[config.mk]
export PLATFORM = sky130hd
export DESIGN_NAME = mux_rr_arbiter
export DESIGN_NICKNAME = d
export VERILOG_FILES = /design/src/rtl/mux_rr_arbiter.sv
export SDC_FILE = /design/constraint.sdc
export NUM_CORES = 1
export LEC_CHECK = 0
export ABC_CLOCK_PERIOD_IN_PS = 3810
export BUFFER_PORTS_ARGS = -buffer_cell sky130_fd_sc_hd__buf_2
export CORE_MARGIN = 2
export CORE_UTILIZATION = 45
export CTS_BUF_LIST = sky130_fd_sc_hd__clkbuf_2
export DETAILED_ROUTE_END_ITERATION = 12
export PLACE_DENSITY = 0.82
export SYNTH_ARGS = -nofsm -noshare
export SYNTH_HDL_FRONTEND = slang
export SYNTH_SLANG_ARGS = --single-unit
[constraint.sdc]
create_clock -name clk -period 3.81 [get_ports clk]
set_input_delay 0.762 -clock clk [delete_from_list [all_inputs] [get_ports clk]]
set_output_delay 0.762 -clock clk [all_outputs]
set_load 0.01 [all_outputs]
[src/rtl/mux_rr_arbiter.sv]
// Purpose:      N-to-1 arbitrating mux, round-robin or fixed-priority, into a one-word output register.
// Latency:      1 cycle from grant (in_ready high) to out_valid.
// Backpressure: a held word (out_valid & ~out_ready) freezes the output and blocks all grants.
//
// Ports:
//   clk, rst    rising-edge clock, synchronous active-high reset
//   prio_mode   0 = round-robin starting at the rotating pointer, 1 = lowest index wins
//   in_valid    per-channel request, bit i = channel i
//   in_data     channel i word at [i*WIDTH +: WIDTH]
//   in_ready    one-hot grant (or zero); channel i transfers when its bit is high
//   out_valid   out_data/out_sel hold a valid word
//   out_data    registered word of the granted channel
//   out_sel     index of the channel that supplied out_data
//   out_ready   downstream accepts when out_valid & out_ready
module mux_rr_arbiter #(
    parameter int N     = 4,
    parameter int WIDTH = 8,
    parameter int SELW  = (N > 1) ? $clog2(N) : 1
) (
    input  logic                 clk,
    input  logic                 rst,
    input  logic                 prio_mode,
    input  logic [N-1:0]         in_valid,
    input  logic [N*WIDTH-1:0]   in_data,
    output logic [N-1:0]         in_ready,
    output logic                 out_valid,
    output logic [WIDTH-1:0]     out_data,
    output logic [SELW-1:0]      out_sel,
    input  logic                 out_ready
);

    logic [SELW-1:0]  ptr;
    logic             load;
    logic             any_req;
    logic             grant;

    // Lowest requester overall, and lowest requester at or above ptr.
    logic             fp_found;
    logic [SELW-1:0]  fp_idx;
    logic             hi_found;
    logic [SELW-1:0]  hi_idx;

    logic [SELW-1:0]  g;
    logic [SELW-1:0]  ptr_nxt;
    logic [WIDTH-1:0] sel_data;

    // The output register can take a new word when it is empty or being drained.
    assign load    = (~out_valid | out_ready) & ~rst;
    assign any_req = |in_valid;
    assign grant   = load & any_req;

    // Scan downwards so the last hit is the lowest index. The round-robin order
    // ptr..N-1, 0..ptr-1 is the first requester at/above ptr, otherwise the
    // lowest requester overall (which must then sit below ptr).
    always_comb begin
        fp_found = 1'b0;
        fp_idx   = '0;
        hi_found = 1'b0;
        hi_idx   = '0;
        for (int i = N - 1; i >= 0; i--) begin
            if (in_valid[i]) begin
                fp_found = 1'b1;
                fp_idx   = SELW'(i);
            end
            if (in_valid[i] && (i >= int'(ptr))) begin
                hi_found = 1'b1;
                hi_idx   = SELW'(i);
            end
        end
    end

    always_comb begin
        g = fp_idx;
        if (!prio_mode && hi_found) begin
            g = hi_idx;
        end
    end

    // Pointer wraps explicitly so non-power-of-two N never lands on an unused index.
    always_comb begin
        ptr_nxt = '0;
        if (g != SELW'(N - 1)) begin
            ptr_nxt = g + SELW'(1);
        end
    end

    always_comb begin
        in_ready = '0;
        sel_data = '0;
        for (int i = 0; i < N; i++) begin
            if (g == SELW'(i)) begin
                in_ready[i] = grant;
                sel_data    = in_data[i*WIDTH +: WIDTH];
            end
        end
    end

    always_ff @(posedge clk) begin
        if (rst) begin
            out_valid <= 1'b0;
            out_data  <= '0;
            out_sel   <= '0;
            ptr       <= '0;
        end else if (load) begin
            if (fp_found) begin
                out_valid <= 1'b1;
                out_data  <= sel_data;
                out_sel   <= g;
                if (!prio_mode) begin
                    ptr <= ptr_nxt;
                end
            end else begin
                // Idle drain: data and index keep their last values.
                out_valid <= 1'b0;
            end
        end
    end

endmodule

==> results.toml <==
[drt]
first_iter_violations = 32
routed_wl_mm = 2.68
via_count = 1185
post_drt_wl_per_cell_microns = 12.5
via_per_inst = 5.51
dr.pass1.iters = 4
remaining_drc_errors = 0
postRouteAntennaNets = 0

[floorplanning]
core_area_sq_um = 1980
die_w_microns = 50.2
std_cell_rows = 16
die_area_sq_um = 2520
die_y_microns = 50.2
initial_core_util_pct = 48.5
ioPinCount = 55

[worst_setup_path]
r2r_setup_slack_ns = 1.25
path_class = "input pin to primary output"
cp-end-kind = "primary output"
cp-start-kind = "input pin"
cp_max_fo = 9
cp.required_ns = 3.05
arrival_ns = 2.57

[cts]
clock-sinks = 13
cts_tree = "built"
cts_resized = 0
clock_latency_ns = 0.28
cts-root-buf = "clkbuf_2"
clock_path_buffers = 2
htree_levels = 1
clkSlewWorstSetupHoldPaths_ns = 0.14
cts_made_buffers = 3
cts_setup_buffers = 0
ctsHoldBuffers = 0

[status]
outcome = "complete, no violations"

[pwr]
vdd_drop_max_mv = 0.148
powerDensity_nw_per_um2 = 320
leakagePower_nw = 0.640

[cells_and_area]
final_area_sq_um = 1270
antenna_cells = 0
syn_to_final_growth_pct = 32.1
final_nets = 233
fill_cells = 183
drive_gt1_share_pct = 34.6
most-common-layout-cells = "54 x buf_2, 28 x a21oi_1, 13 x dfxtp_1"
final_common_cell = "buf_2"

[synth]
ys_types = 31
netlist_instances = 137
synth_fp_nets = 181
synth_seq_cells = 13
syn-cell-area_sq_um = 962
seq_area_frac_synth_pct = 27.0
avgSynthCellArea_sq_um = 7.02
synth_warnings = 0

[timing]
finalSetupViolations = 0
tightest_slew_ns = 0.546
fin_crit_ns = 3.33
finalCritPeriodShare_pct = 87.4
slew_headroom_pct = 63.2
max_freq_mhz = 300
slew_violations = 0
finalWorstSetupSlack_ns = 0.479
rsz0062_at_grt = "no"
fin_setup_tns_ns = 0
fin_skew_ns = 0.00665
hold_viol = 0

[hold_path]
hold_class = "flop to flop"

[global_routing]
grt_pass1_vias = 1034
grt.overflow.total = 0
groute.usage.overall_pct = 22.2
antenna_found_initial = 0
grt_start_max_net_pins = 17
grt_pass1_wl_mm = 4.36

[flow_run]
maxCapViolations = 0

[place]
hpwlAfterDp_mm = 2.09
dp_worst_setup_slack_ns = 0.504
place.gp.congestion = 0.857
portBuffers = 54
placed_cell_area_sq_um = 1250
## registers in the layout, summed over array words and instances (netlist names)
signal and flops:
out_data 8, out_valid 1, out_sel 2, ptr 2
## stage by stage
stage,hold WS [ns],std cells,utilization [%],power [mW]
finish,0.483,215,64.1,0.407
global route,0.526,215,64.1,0.435
CTS,0.487,215,64.1,0.404
detailed placement,0.459,211,63.1,0.332
global placement,0.457,211,63.1,0.327
floorplan,0.494,137,-,0.268
## power by group
group / leakage (nW) / total (mW) / internal [mW] / switching (mW)
sequential: 0.109 / 0.165 / 0.154 / 0.0101
combinational: 0.514 / 0.166 / 0.0732 / 0.0928
clock: 0.0166 / 0.0763 / 0.0278 / 0.0484
## synth_stat cells, drive strengths merged
cell    count  area share (%)
nor2b       4             2.6
a21o        1            0.78
o41ai       1            0.91
clkbuf      9             3.5
buf         2             1.2
o211ai      3             2.9
a211o       1            0.91
nor2       11             4.3
nand4       1            0.65
a21oi      28              15
or3         2             1.8
nand3       2             1.0
and2        5             3.3
dfxtp      13              27
ha          4             5.2
nor4        2             1.3
nor3        1            0.52
o32a        1             1.0
and3b       1            0.91
o22ai       1            0.65
or2b        1            0.78
nand3b      1            0.78
o21ai      11             5.7
a211oi      1             1.3
a221oi      8             7.3
nand2b      2             1.3
nand2       9             3.5
inv        11             4.3
## cell families after synthesis
logic type | Yosys count | synth area share, %
compound gates | 56 | 36.0
flops | 13 | 27.0
buf+inv | 22 | 8.97
fa+ha+maj | 4 | 5.20
simple gates | 42 | 22.8
## path summary, 6_finish.rpt
kind | startpoint | to | depth (start not counted)
worst max-delay path | in_valid[3] | in_ready[0] | 8
worst min-delay path | out_sel[1] | out_sel[1] | 2
worst max register to register | ptr[1] | out_data[2] | 10
worst min register to register | out_sel[1] | out_sel[1] | 2
## worst max-delay path: stages
cell and delay (ns):
buf_2 0.15, and3b_1 0.21, or3_4 0.39, a211oi_2 0.31, a21oi_1 0.11, ha_1 0.32
and2_1 0.18, buf_2 0.13
## routing by layer
layer,share of wire (%),GRT usage (%)
met1,42,28.2
met2,50,38.4
met3,7.5,2.68
met4,0.75,7.41
met5,0,0
## cell type report
class                   instances  area, sq um  area share [%]
clock buffers                   4         20.0            1.57
multi-input cells             102          616            48.4
well taps                      27         33.8            2.66
repair buffers                 58          300            23.6
flip-flops and latches         13          260            20.5
inverters                      11         41.3            3.25
Note: power is estimated with default switching activity, not from simulation.
